==> config.mk <==
export PLATFORM = sky130hd
export DESIGN_NAME = ninjakun_cpu_bus_share_flat
export DESIGN_NICKNAME = d
export VERILOG_FILES = /design/src/rtl/ninjakun_cpu_bus_share_pkg.sv /design/src/rtl/ninjakun_cpu_bus_share_if.sv /design/src/rtl/ninjakun_bus_port.sv /design/src/rtl/ninjakun_cpu_bus_share.sv /design/src/flat_wrapper.sv
export SDC_FILE = /design/constraint.sdc
export NUM_CORES = 1
export LEC_CHECK = 0
export CAP_MARGIN = 20
export CORE_MARGIN = 1.5
export CORE_UTILIZATION = 50
export DETAILED_ROUTE_END_ITERATION = 10
export PLACE_DENSITY_LB_ADDON = 0.12
export RECOVER_POWER = 25
export SLEW_MARGIN = 5
export SYNTH_ARGS = -nofsm -noshare
export SYNTH_HDL_FRONTEND = slang
export SYNTH_SLANG_ARGS = --single-unit
export TNS_END_PERCENT = 1
==> constraint.sdc <==
create_clock -name SHCLK -period 4 [get_ports SHCLK]
set_clock_uncertainty 0.15 [all_clocks]
set_input_delay 0.4 -clock SHCLK [delete_from_list [all_inputs] [get_ports SHCLK]]
set_output_delay 0.4 -clock SHCLK [all_outputs]
set_load 0.05 [all_outputs]
==> src/rtl/ninjakun_cpu_bus_share_pkg.sv <==
// Shared constants for the dual-Z80 bus sharer: the phase layout of the
// 8-cycle frame and the idle read-data value.
package ninjakun_cpu_bus_share_pkg;

  localparam int PH_W = 3;
  typedef logic [PH_W-1:0] phase_t;

  // CPU0 owns phases 0..3, CPU1 owns phases 4..7.
  localparam phase_t SLOT0_START = 3'd0;
  localparam phase_t SLOT1_START = 3'd4;
  // Single-cycle write strobe position inside each slot.
  localparam phase_t WR_PH0      = 3'd2;
  localparam phase_t WR_PH1      = 3'd6;
  // Last phase of each slot; read data is captured at its end.
  localparam phase_t RD_LATCH0   = 3'd3;
  localparam phase_t RD_LATCH1   = 3'd7;

  localparam logic [7:0] RD_IDLE_DEF = 8'hFF;

  // CPU0 clock is high during its own slot, low during CPU1's.
  function automatic logic clk0_level(input phase_t p);
    return (p < SLOT1_START);
  endfunction

endpackage

==> src/rtl/ninjakun_cpu_bus_share_if.sv <==
// Shared I/O-video bus: the sharer drives address/data/strobes (master),
// the I/O-video block returns read data combinationally (slave).
interface ninjakun_cpu_bus_share_if #(
  parameter int ADDR_W = 16,
  parameter int DATA_W = 8
);
  logic [ADDR_W-1:0] CPADR;
  logic [DATA_W-1:0] CPODT;
  logic [DATA_W-1:0] CPIDT;
  logic              CPRED;
  logic              CPWRT;

  modport master (output CPADR, CPODT, CPRED, CPWRT, input CPIDT);
  modport slave  (input CPADR, CPODT, CPRED, CPWRT, output CPIDT);
endinterface

==> src/rtl/ninjakun_bus_port.sv <==
// Per-CPU bus port: samples the CPU request at slot start, generates this
// CPU's read/write strobes, suppresses repeated writes of a held Z80 write
// cycle, and latches read data at the end of the slot.
module ninjakun_bus_port
  import ninjakun_cpu_bus_share_pkg::*;
#(
  parameter int                ADDR_W     = 16,
  parameter int                DATA_W     = 8,
  parameter logic [DATA_W-1:0] RD_IDLE    = DATA_W'(RD_IDLE_DEF),
  parameter phase_t            SLOT_START = SLOT0_START,
  parameter phase_t            WR_PH      = WR_PH0,
  parameter phase_t            RD_LATCH   = RD_LATCH0
) (
  input  logic              clk,
  input  logic              rst,
  input  phase_t            p_q,
  input  phase_t            p_d,
  // The slot in progress when reset releases has no entry edge, so it is
  // sampled on its first edge instead.
  input  logic              fresh,
  input  logic [ADDR_W-1:0] cpu_ad,
  input  logic [DATA_W-1:0] cpu_od,
  input  logic              cpu_rd,
  input  logic              cpu_wr,
  input  logic [DATA_W-1:0] bus_idt,
  output logic [ADDR_W-1:0] ad_q,
  output logic [DATA_W-1:0] od_q,
  output logic              rd_stb_q,
  output logic              wr_stb_q,
  output logic [DATA_W-1:0] id_q
);

  logic [ADDR_W-1:0] ad_d, last_ad_q, last_ad_d;
  logic [DATA_W-1:0] od_d, id_d;
  logic              rd_act_q, rd_act_d;
  logic              wr_act_q, wr_act_d;
  logic              wr_done_q, wr_done_d;
  logic              rd_stb_d, wr_stb_d;
  logic              sample;
  logic              done_keep;

  // Next-state: slot-start sampling, strobe shaping, write dedup, read latch.
  always_comb begin
    ad_d      = ad_q;
    od_d      = od_q;
    rd_act_d  = rd_act_q;
    wr_act_d  = wr_act_q;
    wr_done_d = wr_done_q;
    last_ad_d = last_ad_q;
    id_d      = id_q;
    done_keep = 1'b0;
    sample    = (p_d == SLOT_START) || fresh;

    if (sample) begin
      ad_d      = cpu_ad;
      od_d      = cpu_od;
      // A write already issued stays "done" only while the CPU keeps the
      // same write cycle going (WR high, same address).
      done_keep = wr_done_q && cpu_wr && (cpu_ad == last_ad_q);
      wr_done_d = done_keep;
      wr_act_d  = cpu_wr && !done_keep;
      // Write has priority over a simultaneous read request.
      rd_act_d  = cpu_rd && !cpu_wr;
    end

    rd_stb_d = rd_act_d && (p_d > SLOT_START) && (p_d <= RD_LATCH);
    wr_stb_d = wr_act_d && (p_d == WR_PH);

    if (wr_stb_d) begin
      wr_done_d = 1'b1;
      last_ad_d = ad_d;
    end

    if (rd_act_q && (p_q == RD_LATCH)) begin
      id_d = bus_idt;
    end
  end

  // State and strobe registers; reset clears strobes at once.
  always_ff @(posedge clk or posedge rst) begin
    if (rst) begin
      ad_q      <= '0;
      od_q      <= '0;
      rd_act_q  <= 1'b0;
      wr_act_q  <= 1'b0;
      wr_done_q <= 1'b0;
      last_ad_q <= '0;
      rd_stb_q  <= 1'b0;
      wr_stb_q  <= 1'b0;
      id_q      <= RD_IDLE;
    end else begin
      ad_q      <= ad_d;
      od_q      <= od_d;
      rd_act_q  <= rd_act_d;
      wr_act_q  <= wr_act_d;
      wr_done_q <= wr_done_d;
      last_ad_q <= last_ad_d;
      rd_stb_q  <= rd_stb_d;
      wr_stb_q  <= wr_stb_d;
      id_q      <= id_d;
    end
  end

endmodule

==> src/rtl/ninjakun_cpu_bus_share.sv <==
// Dual-Z80 bus sharer: runs the 8-phase frame on SHCLK, generates the two
// interleaved 3 MHz CPU clocks and time-slots both CPUs onto the shared
// I/O-video bus.
module ninjakun_cpu_bus_share
  import ninjakun_cpu_bus_share_pkg::*;
#(
  parameter int                ADDR_W  = 16,
  parameter int                DATA_W  = 8,
  parameter logic [DATA_W-1:0] RD_IDLE = DATA_W'(RD_IDLE_DEF)
) (
  input  logic                        SHCLK,
  input  logic                        RESET,
  ninjakun_cpu_bus_share_if.master    bus,
  output logic                        CP0CL,
  input  logic [ADDR_W-1:0]           CP0AD,
  input  logic [DATA_W-1:0]           CP0OD,
  output logic [DATA_W-1:0]           CP0ID,
  input  logic                        CP0RD,
  input  logic                        CP0WR,
  output logic                        CP1CL,
  input  logic [ADDR_W-1:0]           CP1AD,
  input  logic [DATA_W-1:0]           CP1OD,
  output logic [DATA_W-1:0]           CP1ID,
  input  logic                        CP1RD,
  input  logic                        CP1WR
);

  phase_t p_q, p_d;
  logic   fresh_q, fresh_d;
  logic   cp0cl_q, cp0cl_d;
  logic   cp1cl_q, cp1cl_d;

  logic [ADDR_W-1:0] ad0, ad1;
  logic [DATA_W-1:0] od0, od1;
  logic              rd0, rd1, wr0, wr1;

  // Next phase and clock levels; clocks track the phase they will show.
  always_comb begin
    p_d     = p_q + 1'b1;
    fresh_d = 1'b0;
    cp0cl_d = clk0_level(p_d);
    cp1cl_d = !cp0cl_d;
  end

  // Phase counter, first-slot marker and CPU clock flops.
  always_ff @(posedge SHCLK or posedge RESET) begin
    if (RESET) begin
      p_q     <= SLOT0_START;
      fresh_q <= 1'b1;
      cp0cl_q <= 1'b0;
      cp1cl_q <= 1'b0;
    end else begin
      p_q     <= p_d;
      fresh_q <= fresh_d;
      cp0cl_q <= cp0cl_d;
      cp1cl_q <= cp1cl_d;
    end
  end

  ninjakun_bus_port #(
    .ADDR_W(ADDR_W), .DATA_W(DATA_W), .RD_IDLE(RD_IDLE),
    .SLOT_START(SLOT0_START), .WR_PH(WR_PH0), .RD_LATCH(RD_LATCH0)
  ) u_port0 (
    .clk(SHCLK), .rst(RESET), .p_q(p_q), .p_d(p_d), .fresh(fresh_q),
    .cpu_ad(CP0AD), .cpu_od(CP0OD), .cpu_rd(CP0RD), .cpu_wr(CP0WR),
    .bus_idt(bus.CPIDT),
    .ad_q(ad0), .od_q(od0), .rd_stb_q(rd0), .wr_stb_q(wr0), .id_q(CP0ID)
  );

  ninjakun_bus_port #(
    .ADDR_W(ADDR_W), .DATA_W(DATA_W), .RD_IDLE(RD_IDLE),
    .SLOT_START(SLOT1_START), .WR_PH(WR_PH1), .RD_LATCH(RD_LATCH1)
  ) u_port1 (
    .clk(SHCLK), .rst(RESET), .p_q(p_q), .p_d(p_d), .fresh(1'b0),
    .cpu_ad(CP1AD), .cpu_od(CP1OD), .cpu_rd(CP1RD), .cpu_wr(CP1WR),
    .bus_idt(bus.CPIDT),
    .ad_q(ad1), .od_q(od1), .rd_stb_q(rd1), .wr_stb_q(wr1), .id_q(CP1ID)
  );

  // Output mux: the slot owner's held address/data; each port's strobes
  // are zero outside its own slot, so they can simply be ORed.
  always_comb begin
    bus.CPADR = (p_q >= SLOT1_START) ? ad1 : ad0;
    bus.CPODT = (p_q >= SLOT1_START) ? od1 : od0;
    bus.CPRED = rd0 | rd1;
    bus.CPWRT = wr0 | wr1;
  end

  assign CP0CL = cp0cl_q;
  assign CP1CL = cp1cl_q;

endmodule
==> src/flat_wrapper.sv <==
// flat-port wrapper written by rule: the top's interface ports become plain ports
module ninjakun_cpu_bus_share_flat import ninjakun_cpu_bus_share_pkg::*;
#(
  parameter int                ADDR_W  = 16,
  parameter int                DATA_W  = 8,
  parameter logic [DATA_W-1:0] RD_IDLE = DATA_W'(RD_IDLE_DEF)
)
  (SHCLK, RESET, CP0CL, CP0AD, CP0OD, CP0ID, CP0RD, CP0WR, CP1CL, CP1AD, CP1OD, CP1ID, CP1RD, CP1WR, bus_CPADR, bus_CPODT, bus_CPRED, bus_CPWRT, bus_CPIDT);
  ninjakun_cpu_bus_share_if #(.ADDR_W(ADDR_W), .DATA_W(DATA_W)) bus_i ();
  input  logic SHCLK;
  input  logic RESET;
  output logic CP0CL;
  input  logic [ADDR_W-1:0] CP0AD;
  input  logic [DATA_W-1:0] CP0OD;
  output logic [DATA_W-1:0] CP0ID;
  input  logic CP0RD;
  input  logic CP0WR;
  output logic CP1CL;
  input  logic [ADDR_W-1:0] CP1AD;
  input  logic [DATA_W-1:0] CP1OD;
  output logic [DATA_W-1:0] CP1ID;
  input  logic CP1RD;
  input  logic CP1WR;
  output wire logic [$bits(bus_i.CPADR)-1:0] bus_CPADR;
  output wire logic [$bits(bus_i.CPODT)-1:0] bus_CPODT;
  output wire logic [$bits(bus_i.CPRED)-1:0] bus_CPRED;
  output wire logic [$bits(bus_i.CPWRT)-1:0] bus_CPWRT;
  input wire logic [$bits(bus_i.CPIDT)-1:0] bus_CPIDT;
  assign bus_CPADR = bus_i.CPADR;
  assign bus_CPODT = bus_i.CPODT;
  assign bus_CPRED = bus_i.CPRED;
  assign bus_CPWRT = bus_i.CPWRT;
  assign bus_i.CPIDT = bus_CPIDT;
  ninjakun_cpu_bus_share #(.ADDR_W(ADDR_W), .DATA_W(DATA_W), .RD_IDLE(RD_IDLE)) u_core (.SHCLK(SHCLK), .RESET(RESET), .bus(bus_i), .CP0CL(CP0CL), .CP0AD(CP0AD), .CP0OD(CP0OD), .CP0ID(CP0ID), .CP0RD(CP0RD), .CP0WR(CP0WR), .CP1CL(CP1CL), .CP1AD(CP1AD), .CP1OD(CP1OD), .CP1ID(CP1ID), .CP1RD(CP1RD), .CP1WR(CP1WR));
endmodule
# Word level (Yosys, flattened, before mapping)

Index checks and enable logic that the tools add are counted.

Input port bits: 62
Output and inout port bits: 44
Logic and storage cells: 75
Register bits: 112

$lt $le $gt $ge: 6
Bitwise logic cells: 2
Multiplexer cells: 12
Reduce and logical (&&, ||, !) cells: 25
Equal/unequal tests: 7
$add $sub $neg: 1

Operators by type and width:

| kind                                                                            | count |
|---|---|
| 16-bit two-way mux                                                              | 3 |
| 16-bit equality test                                                            | 2 |
| 1-bit logical AND                                                               | 16 |
| 3-bit equality test, second input constant                                      | 3 |
| 1-bit two-way mux                                                               | 8 |
| 8-bit two-way mux                                                               | 1 |
| 3-bit by 2-bit equality test with 1-bit output, second input constant           | 2 |
| 1-bit logical NOT                                                               | 5 |
| 2-bit nonzero test                                                              | 2 |
| 3-bit by 1-bit adder with 3-bit output, second input constant                   | 1 |
| 3-bit >= comparator, second input constant                                      | 1 |
| 3-bit by 1-bit greater-than comparator with 1-bit output, second input constant | 1 |
| 3-bit greater-than comparator, second input constant                            | 1 |
| 3-bit by 2-bit <= comparator with 1-bit output, second input constant           | 1 |
| 3-bit <= comparator, second input constant                                      | 1 |
| 3-bit logical NOT                                                               | 1 |
| 3-bit less-than comparator, second input constant                               | 1 |
| 1-bit bitwise OR                                                                | 2 |
| 1-bit logical OR                                                                | 1 |

# Longest topological paths before layout

Depth in word-level cells: 7
Gate-level depth with buffers: 10
Gate-level depth less buffers: 7

# Hierarchy

A second synthesis with hierarchy kept.

Cell total of the unflattened synthesis: 424
Area, all modules: 5430.2 µm²

By module, submodules not included:

| module                              | cells each | seq. area each (µm²) | area an instance (µm²) | times used |
|---|---|---|---|---|
| ninjakun_bus_port at u_core.u_port0 | 194        | 1336.3               | 2444.8                 | 1 |
| ninjakun_bus_port at u_core.u_port1 | 190        | 1336.3               | 2416.1                 | 1 |
| ninjakun_cpu_bus_share              | 40         | 126.4                | 569.3                  | 1 |

# Worst setup path after synthesis

No wires, ideal clock.

Kind: register to register
From: register, netlist name u_core.CP1CL
To: register u_core.u_port1.last_ad_q[2]
Cell stages (with the launch flop): 10
Setup slack: 1.009 ns
Arrival: 2.737 ns
Required time: 3.746 ns
Library setup time: 0.104 ns
Path buffers: 3
Clock period less this slack: 2.991 ns
Cells stage by stage: dfrtp_1 clkbuf_1 buf_1 inv_1 ha_1 nor2b_1 a21boi_1 o31ai_2 buf_2 a221oi_1

RTL lines:

| what                 | line                    | source |
|---|---|---|
| end signal, assigned | ninjakun_bus_port.sv:97 | `last_ad_q <= last_ad_d;` |
| end, declared        | ninjakun_bus_port.sv:33 | `logic [ADDR_W-1:0] ad_d, last_ad_q, last_ad_d;` |

==> impl_metrics.toml <==
[setup_path]
crit_fanout = 26
reg_to_reg_startpoint = "u_core.CP1CL"
slowest_cp_cell = "sky130_fd_sc_hd__clkdlybuf4s50_1"
worst-path-buf-inv = 2
endpoint_kind = "primary output"
worst-endpoint-arrival_ps = 2250
reg2regPathDepth = 8
regToRegSetupSlack_ps = 1250
worstPathCellList = "buf_4 > mux2_2 > clkdlybuf4s50_1"
worst_r2r_endpoint = "u_core.u_port1.last_ad_q[8]"
crit_path_max_incr_delay_ps = 730
worstPathRequired_ps = 3450
worst-setup-path-type = "flop to primary output"
cp-start-kind = "flop"
critPathTopFamily = "buffers and inverters"

[yosys]
postSynthCellCount = 441
sequential_cell_area_fraction_in_the_yosys_report = 0.521
library_cells_used_by_synthesis = 41
synth_edf_count = 0
avgSynthCellArea_um2 = 12.2
netlist_area_mm2 = 0.00537
async_flop_share = 1.00
most_area_consuming_cells_after_synthesis = "sky130_fd_sc_hd__dfrtp_1 (44%), sky130_fd_sc_hd__mux2_2 (15%), sky130_fd_sc_hd__dfstp_2 (8.3%)"
synth.net_count = 510
leading_register_cell_type_out_of_synthesis = "sky130_fd_sc_hd__dfrtp_1"
ys_ff_latch = 111
synthDominantCellAreaShare = 0.438
synthesis.yosys.warnings = 0
synth_area_leader_cell = "sky130_fd_sc_hd__dfrtp_1"

[global_route]
grt_antenna_before_repair = 0
grt_pass1_vias = 3769
grt_start_max_net_pins = 93
grt_pass1_wl_mm = 19.5
grtUsageTotal = 0.222
gr-total-overflow = 0

[clock_tree]
max-clock-path-buffers = 2
cts-htree-levels = 3
cts-buffers-inserted = 9
postCtsResizedCells = 0
cts.hold.buffers_added = 0
numClockSinks = 111
cts.repair_timing.setup_buffer_count = 0
worst_skew_pair.late_latency_ps = 370
clock_tree_from_tritoncts = "yes"
root_cell_of_the_clock_tree = "sky130_fd_sc_hd__clkbuf_8"
clock_transition_time_at_the_flip_flop_clock_pins_of_the_worst_setup_and_hold_paths_ps = 100

[min_path]
holdPathStages = 1
whs_endpoint = "u_core.u_port0.od_q[3]"
path_class_of_the_lowest_slack_min_delay_path = "flop to flop"
holdCritStartpoint = "u_core.u_port0.od_q[3]"

[place]
hpwl_mm = 8.72
pre_cts_slack_ps = 1220
gpl.final_weighted_congestion = 0.822
post_dp_cell_area_mm2 = 0.00657
count_of_buffers_inserted_at_the_top_level_ports = 105

[floorplan]
dieArea_mm2 = 0.0114
initial_core_util = 0.518
row_count = 37
ioPinCount = 106
core_region_area_mm2 = 0.0104
fp.dieH_um = 107
die_w_um = 107

[final_layout]
syn_to_final_growth_pct = 25.9
most-common-layout-cells = "sky130_fd_sc_hd__clkdlybuf4s50_1 (104), sky130_fd_sc_hd__dfrtp_1 (94), sky130_fd_sc_hd__mux2_2 (73), sky130_fd_sc_hd__inv_1 (40), sky130_fd_sc_hd__xor2_1 (31)"
final_common_cell = "sky130_fd_sc_hd__clkdlybuf4s50_1"
design.final.nets = 611
drive_above_1_share = 0.230
finished_layout_cell_area_mm2 = 0.00676
antenna_cells = 0

[sta]
final_min_period_over_clock_period = 0.700
final-max-slew-violation-count = 0
final.setup.tns_ps = 0
unrepaired_setup_endpoints_after_global_routing = "false"
post-route-worst-setup-slack_ps = 1200
max-slew-margin-rel = 0.417
timing.final.setup_violations = 0
fmax_ghz = 0.357
final_hold_viol_count = 0
final_critical_path_required_period_ps = 2800
worst_slew_pin_slew_ps = 869

[route]
vias = 3789
detail_route.first_pass.iterations = 4
routed_wire_length_per_instance_um = 17.8
dr.first_iter.drc_count = 116
routed_wl_mm = 12.1
remaining_drc_errors = 0
routed_via_density = 5.55
route.antenna.remaining_nets = 0

[power]
power.density_mw_per_mm2 = 379
worst_ir_drop_vdd_mv = 0.254
power.leakage_nw = 2.92

[outcome]
status = "finished, final reports clean"

[run]
drv_cap = 0
## how the worst max path moves through the flow
stage	from	endpoint	slack (ps)	cells past startpoint
3_3_place_gp	CP0AD[0]	u_core.u_port0.last_ad_q[14]	1270	6
3_5_place_dp	CP0AD[0]	u_core.u_port0.wr_stb_q	1220	6
4_1_cts	u_core.CP1CL	bus_CPADR[8]	1170	3
2_1_floorplan	RESET	u_core.CP0CL	550	1
5_1_grt	u_core.CP1CL	u_core.u_port1.last_ad_q[7]	1020	8
6_report	u_core.CP1CL	bus_CPADR[11]	1200	3
## cells in the mapped netlist, drive strengths merged (2+ instances only)
master   instances
nor3             6
nor2            22
a221oi          16
ha               7
or2              2
o22ai           16
xor2            31
buf              7
o21ai            5
and3             3
mux2i           15
nand2b           3
nand3            5
nor2b            3
a2bb2oi         16
inv             41
o221a           16
clkbuf          14
dfrtp           94
dfstp           17
mux2            73
nor4             6
nand2           11
## per-stage QoR
stage / instances / util / hold WS, ps / total power [mW]
6_report: 683 / 0.652 / 360 / 2.56
5_1_grt: 683 / 0.652 / 388 / 2.68
4_1_cts: 683 / 0.652 / 178 / 2.59
3_5_place_dp: 667 / 0.634 / 340 / 1.94
3_3_place_gp: 667 / 0.634 / 334 / 1.93
2_1_floorplan: 441 / - / 319 / 1.72
## cells by family after synthesis
| logic type | share of synthesized area |
|---|---|
| compound gates | 0.121 |
| xor+xnor | 0.0522 |
| fa+ha+maj | 0.0163 |
| buf+inv | 0.0454 |
| flops | 0.521 |
| mux | 0.181 |
| other cells | 0.000698 |
| simple gates | 0.0622 |
## routing by layer
layer / global-route usage / part of all wire / up-vias
met2: 0.365 / 0.49 / 76
met5: 0 / 0 / -
met1: 0.307 / 0.46 / 1921
li1: - / - / 1777
met3: 0.0261 / 0.037 / 15
met4: 0.0724 / 0.014 / 0
## registers in the layout (all words and copies together), names as in the netlist
register and cells:
u_core.CP0CL 1, u_core.CP1CL 1, u_core.fresh_q 1, u_core.p_q 2, u_core.u_port0.ad_q 16, u_core.u_port0.id_q 8, u_core.u_port0.last_ad_q 16, u_core.u_port0.od_q 8
u_core.u_port0.rd_act_q 1, u_core.u_port0.rd_stb_q 1, u_core.u_port0.wr_act_q 1, u_core.u_port0.wr_done_q 1, u_core.u_port0.wr_stb_q 1, u_core.u_port1.ad_q 16, u_core.u_port1.id_q 8, u_core.u_port1.last_ad_q 16
u_core.u_port1.od_q 8, u_core.u_port1.rd_act_q 1, u_core.u_port1.rd_stb_q 1, u_core.u_port1.wr_act_q 1, u_core.u_port1.wr_done_q 1, u_core.u_port1.wr_stb_q 1
## power breakdown
| group | switching [mW] | internal, mW | total, mW |
|---|---|---|---|
| Clock | 0.375 | 0.270 | 0.645 |
| Sequential | 0.0816 | 1.24 | 1.32 |
| Combinational | 0.323 | 0.276 | 0.599 |
## layout make-up
cell class	count	area, um2
clock inverters	5	40.0
fillers	832	3610
multi-input cells	268	2340
inverters	41	155
clock buffers	11	153
flip-flops and latches	111	2800
well taps	136	170
repair buffers	111	1110
No activity file was read; power rests on OpenSTA's default activity.
